==> src/rtl/bsg_locking_arb_pkg.sv <==
// Shared types and helpers for the counted round-robin locking arbiter.
package bsg_locking_arb_pkg;

    typedef enum logic {e_idle, e_locked} state_e;

    // Index width that never collapses to zero bits.
    function automatic int unsigned safe_clog2(input int unsigned n);
        return (n > 1) ? $clog2(n) : 1;
    endfunction

endpackage

==> src/rtl/bsg_locking_arb_rr_pick.sv <==
// Combinational round-robin picker: first requester at or after rr_ptr_i, wrapping.
module bsg_locking_arb_rr_pick
    import bsg_locking_arb_pkg::*;
#(
    parameter int unsigned inputs_p = 1
) (
    input  logic [inputs_p-1:0]                reqs_i,
    input  logic [safe_clog2(inputs_p)-1:0]    rr_ptr_i,
    output logic [inputs_p-1:0]                grant_o,
    output logic [safe_clog2(inputs_p)-1:0]    winner_o
);

    localparam int unsigned ptr_w_lp = safe_clog2(inputs_p);

    logic [ptr_w_lp-1:0] idx;
    logic                found;

    always_comb begin
        grant_o  = '0;
        winner_o = '0;
        found    = 1'b0;
        idx      = '0;
        for (int unsigned i = 0; i < inputs_p; i++) begin
            idx = ptr_w_lp'((32'(rr_ptr_i) + i) % inputs_p);
            if (!found && reqs_i[idx]) begin
                found        = 1'b1;
                grant_o[idx] = 1'b1;
                winner_o     = idx;
            end
        end
    end

endmodule

==> src/rtl/bsg_locking_arb_rr_counted.sv <==
// Round-robin locking arbiter: holds a multi-beat winner for a length-counted burst,
// releasing on the last beat, an explicit unlock, or an idle-owner timeout.
module bsg_locking_arb_rr_counted
    import bsg_locking_arb_pkg::*;
#(
    parameter int unsigned inputs_p    = 1,
    parameter int unsigned len_width_p = 4,
    parameter int unsigned timeout_p   = 0
) (
    input  logic                              clk_i,
    input  logic                              reset_n_i,
    input  logic                              ready_i,
    input  logic [inputs_p-1:0]               reqs_i,
    input  logic [inputs_p*len_width_p-1:0]   len_i,
    input  logic                              unlock_i,
    output logic [inputs_p-1:0]               grants_o,
    output logic                              locked_o,
    output logic [safe_clog2(inputs_p)-1:0]   owner_o,
    output logic                              timeout_o
);

    localparam int unsigned ptr_w_lp = safe_clog2(inputs_p);
    localparam int unsigned cnt_w_lp = safe_clog2(timeout_p + 1);

    localparam logic [ptr_w_lp-1:0] ptr_last_lp = ptr_w_lp'(inputs_p - 1);
    localparam logic [cnt_w_lp-1:0] cnt_max_lp  = cnt_w_lp'(timeout_p);
    localparam logic [cnt_w_lp-1:0] cnt_last_lp = cnt_w_lp'((timeout_p > 0) ? timeout_p - 1 : 0);

    state_e                 state_q, state_d;
    logic [ptr_w_lp-1:0]    rr_ptr_q, rr_ptr_d;
    logic [ptr_w_lp-1:0]    owner_q, owner_d;
    logic [len_width_p-1:0] remaining_q, remaining_d;
    logic [cnt_w_lp-1:0]    idle_cnt_q, idle_cnt_d;
    logic                   timeout_q, timeout_d;

    logic [inputs_p-1:0]    pick_grant;
    logic [ptr_w_lp-1:0]    pick_winner;
    logic [len_width_p-1:0] winner_len;
    logic [inputs_p-1:0]    owner_onehot;
    logic                   owner_req;
    logic                   xfer;
    logic                   timeout_hit;

    bsg_locking_arb_rr_pick #(
        .inputs_p (inputs_p)
    ) u_pick (
        .reqs_i   (reqs_i),
        .rr_ptr_i (rr_ptr_q),
        .grant_o  (pick_grant),
        .winner_o (pick_winner)
    );

    always_comb begin
        winner_len   = '0;
        owner_onehot = '0;
        for (int unsigned k = 0; k < inputs_p; k++) begin
            if (pick_winner == ptr_w_lp'(k)) begin
                winner_len = len_i[k*len_width_p +: len_width_p];
            end
            if (owner_q == ptr_w_lp'(k)) begin
                owner_onehot[k] = 1'b1;
            end
        end
    end

    assign owner_req = |(owner_onehot & reqs_i);

    always_comb begin
        grants_o = '0;
        if (ready_i) begin
            grants_o = (state_q == e_idle) ? pick_grant : (owner_onehot & reqs_i);
        end
    end

    assign xfer        = ready_i & (|grants_o);
    assign timeout_hit = (timeout_p != 0) && !owner_req && (idle_cnt_q == cnt_last_lp);

    always_comb begin
        state_d     = state_q;
        rr_ptr_d    = rr_ptr_q;
        owner_d     = owner_q;
        remaining_d = remaining_q;
        idle_cnt_d  = idle_cnt_q;
        timeout_d   = 1'b0;
        unique case (state_q)
            e_idle: begin
                if (xfer) begin
                    rr_ptr_d = (pick_winner == ptr_last_lp) ? '0 : pick_winner + 1'b1;
                    if (winner_len != '0 && !unlock_i) begin
                        state_d     = e_locked;
                        owner_d     = pick_winner;
                        remaining_d = winner_len;
                        idle_cnt_d  = '0;
                    end
                end
            end
            e_locked: begin
                if (xfer) begin
                    remaining_d = remaining_q - 1'b1;
                end
                if (owner_req) begin
                    idle_cnt_d = '0;
                end else if (idle_cnt_q != cnt_max_lp) begin
                    idle_cnt_d = idle_cnt_q + 1'b1;
                end
                // Release priority: unlock, then timeout, then last beat.
                if (unlock_i) begin
                    state_d = e_idle;
                end else if (timeout_hit) begin
                    state_d   = e_idle;
                    timeout_d = 1'b1;
                end else if (xfer && remaining_q == len_width_p'(1)) begin
                    state_d = e_idle;
                end
            end
            default: state_d = e_idle;
        endcase
    end

    always_ff @(posedge clk_i) begin
        if (!reset_n_i) begin
            state_q     <= e_idle;
            rr_ptr_q    <= '0;
            owner_q     <= '0;
            remaining_q <= '0;
            idle_cnt_q  <= '0;
            timeout_q   <= 1'b0;
        end else begin
            state_q     <= state_d;
            rr_ptr_q    <= rr_ptr_d;
            owner_q     <= owner_d;
            remaining_q <= remaining_d;
            idle_cnt_q  <= idle_cnt_d;
            timeout_q   <= timeout_d;
        end
    end

    assign locked_o  = (state_q == e_locked);
    assign owner_o   = owner_q;
    assign timeout_o = timeout_q;

endmodule

==> config.mk <==
export PLATFORM = sky130hd
export DESIGN_NAME = bsg_locking_arb_rr_counted
export DESIGN_NICKNAME = d
export VERILOG_FILES = /design/src/rtl/bsg_locking_arb_pkg.sv /design/src/rtl/bsg_locking_arb_rr_pick.sv /design/src/rtl/bsg_locking_arb_rr_counted.sv
export SDC_FILE = /design/constraint.sdc
export NUM_CORES = 1
export LEC_CHECK = 0
export ABC_AREA = 1
export BUFFER_PORTS_ARGS = -buffer_cell sky130_fd_sc_hd__buf_4
export CORE_AREA = 4 4 41 43
export DETAILED_ROUTE_END_ITERATION = 8
export DIE_AREA = 0 0 45 47
export GPL_TIMING_DRIVEN = 0
export PLACE_DENSITY = 0.48
export SLEW_MARGIN = 20
export SYNTH_ARGS = -nofsm -noshare
export SYNTH_HDL_FRONTEND = slang
export SYNTH_SLANG_ARGS = --single-unit
==> constraint.sdc <==
create_clock -name clk_i -period 1.1 [get_ports clk_i]
set_input_delay 0.165 -clock clk_i [delete_from_list [all_inputs] [get_ports clk_i]]
set_output_delay 0.165 -clock clk_i [all_outputs]
set_load 0.005 [all_outputs]
==> metrics.md <==
| Metric | Value |
|---|---|
| Top cell type's share of synthesized area | `0.262` |
| EDFF count, synth | `0` |
| Hold buffer count at CTS | `0` |
| Largest net degree at the start of global routing | `9` |
| DP HPWL | `687 um` |
| Vias in the first global route | `365` |
| Setup violations, final | `0` |
| CTS H-tree depth | `1` |
| Synth Register Bits | `5` |
| Nets | `87` |
| Distinct cells, synth | `14` |
| Die ar. | `0.00212 mm2` |
| Worst skew pair latency | `0.25 ns` |
| Pleak | `0.244 nW` |
| Reg2reg start | `remaining_q[0]` |
| First-pass GRT wire length | `1460 um` |
| RSZ-0062 raised after global routing | `yes` |
| Core Area | `0.00130 mm2` |
| WL per Instance | `9.37 um` |
| Drt initial violations | `3` |
| Top-count cell post-synth | `nand2_1` |
| Area of the mapped netlist | `382 um2` |
| Io pins | `13` |
| Crit path capture type | `register` |
| Min-delay worst type | `in2reg` |
| Seq/Total Area, Yosys | `0.262` |
| Die Y | `47 um` |
| Worst r2r path cells | `5` |
| Max Buffers Root-to-Sink | `2` |
| Synth area leader | `dfxtp_1` |
| Final hold viol count | `0` |
| Antenna violations before repair | `0` |
| CTS tree | `built` |
| Worst Path Required | `1.28 ns` |
| Worst Path Arrival | `1.23 ns` |
| Clock period minus final worst setup slack | `1.06 ns` |
| Drc violations | `0` |
| Largest cells by area after synthesis | `dfxtp_1 26%, nand2_1 13%, nand3_1 10%` |
| Synth Area per Inst | `6.36 um2` |
| Routability-driven placement congestion ratio | `0.823` |
| Period utilization | `0.962` |
| R2r endpoint | `remaining_q[1]` |
| Final Power | `529 uW` |
| Critical path endpoint | `remaining_q[1]` |
| Worst setup SP type | `register` |
| Crit-path max FO | `4` |
| Synth-to-Final Area Change | `34.8%` |
| Commonest cells post-synth | `13 x nand2_1, 8 x nand3_1, 7 x inv_1, 7 x nor2_1` |
| Crit path from | `remaining_q[0]` |
| Routed WL | `843 um` |
| CP Class | `reg2reg` |
| Post-DRT Antenna Nets | `0` |
| Total track usage | `0.103` |
| Peak supply drop | `0.510 mV` |
| Rows | `13` |
| Final clock skew | `0.0000696 ns` |
| Clk slew on worst S/H paths | `0.04 ns` |
| Share of cells above drive strength 1 | `0.387` |
| Fmax achieved | `945 MHz` |
| CTS root buffer | `clkbuf_4` |
| Sink Count | `5` |
| Initial Util | `0.293` |
| Avg Vias per Cell | `4.48` |
| Synth warnings | `0` |
| Post-synth ARST share | `0` |
| Vias after detailed routing | `403` |
| Slew Viols, Final | `0` |
| Placement Cell Area | `479 um2` |
| Top_reg_cell synth | `dfxtp_1` |
| Diodes inserted | `0` |
| First-pass DRT Iterations | `4` |
| Overflow after GRT | `0` |
| Mapped Cells | `60` |
| Max-cap violation count | `0` |
| Design area | `514 um2` |
| R2R setup slack | `0.04 ns` |
| Inserted Clock Buffers | `3` |
| Port buffer count | `10` |
| PwrDens | `1030 mW/mm2` |
| Die width | `45 um` |
| Status | `finished clean` |
-- power breakdown --
part	leakage (nW)	internal (mW)	switching [mW]
registers	0.0417	0.191	0.00860
clock network	0.0150	0.138	0.0829
logic	0.187	0.0543	0.0548
total	0.244	0.383	0.146
-- placed cells by master, fill, tap and decap left out, drive strengths merged --
cell type / count
nand2: 18
buf: 12
nand3: 8
nor2: 8
inv: 8
a21oi: 5
dfxtp: 5
clkbuf: 4
o21ai: 3
conb: 2
ha: 2
-- cells by family (layout without fill, tap and decap cells) --
logic type | after synthesis | count (layout) | share of synthesized area
AND/OR/NAND/NOR | 34 | 34 | 0.439
buffers and inverters | 10 | 24 | 0.118
AO/OA/AOI/OAI | 8 | 8 | 0.105
flip-flops | 5 | 5 | 0.262
adder cells (fa/ha/maj) | 2 | 2 | 0.0656
other | 1 | 2 | 0.00983
-- sequential cells by signal, summed over array words and instances, names as in the netlist --
register     cells
remaining_q      4
locked_o         1
-- routing by layer --
metal | wire, um | part of all wire | global-route usage
met1 | 355 | 0.42 | 0.128
met2 | 403 | 0.48 | 0.138
met3 | 46 | 0.055 | 0.0268
met4 | 37 | 0.044 | 0.105
met5 | 0 | 0 | 0
-- layout make-up --
class	instances	area, um2
Buffer	2	15.0
Clock buffer	4	26.3
Multi-Input combinational cell	46	246
Inverter	8	30.0
Timing Repair Buffer	10	75.1
Fill cell	154	787
Sequential cell	5	103
Tap cell	15	18.8
-- metrics by stage --
stage	util	hold slack (ns)	TNS (ns)	instances	setup slack (ns)
final	0.395	0.162	0	90	0.0423
after global routing	0.395	0.179	-0.0151	90	-0.0133
after CTS	0.389	0.157	0	90	0.0169
after detailed placement	0.368	0.413	-0.0353	86	-0.0203
after global placement	0.368	0.416	-0.0773	86	-0.0532
after floorplan	-	0.291	0	61	0.0695
-- worst min path at each step --
| stage | from | end | depth (start not counted) |
|---|---|---|---|
| floorplan | reset_n_i | remaining_q[3] | 2 |
| global placement | reset_n_i | remaining_q[3] | 3 |
| detailed placement | reset_n_i | remaining_q[3] | 3 |
| CTS | reset_n_i | remaining_q[3] | 3 |
| global route | reset_n_i | remaining_q[3] | 3 |
| finish | reset_n_i | remaining_q[3] | 3 |
-- worst max-delay path: stages (launching register included) --
cell and delay, ns:
dfxtp_2 0.36, inv_2 0.05, ha_2 0.26, o21ai_1 0.11, nand2_1 0.08, a21oi_2 0.12
-- repair_timing --
item / CTS / global route
setup buffers: 0 / 0
resized for setup: 1 / 6
pin swaps: 0 / 1
setup endpoints to repair: 2 / 3
Power figures use the tool's default switching activity.
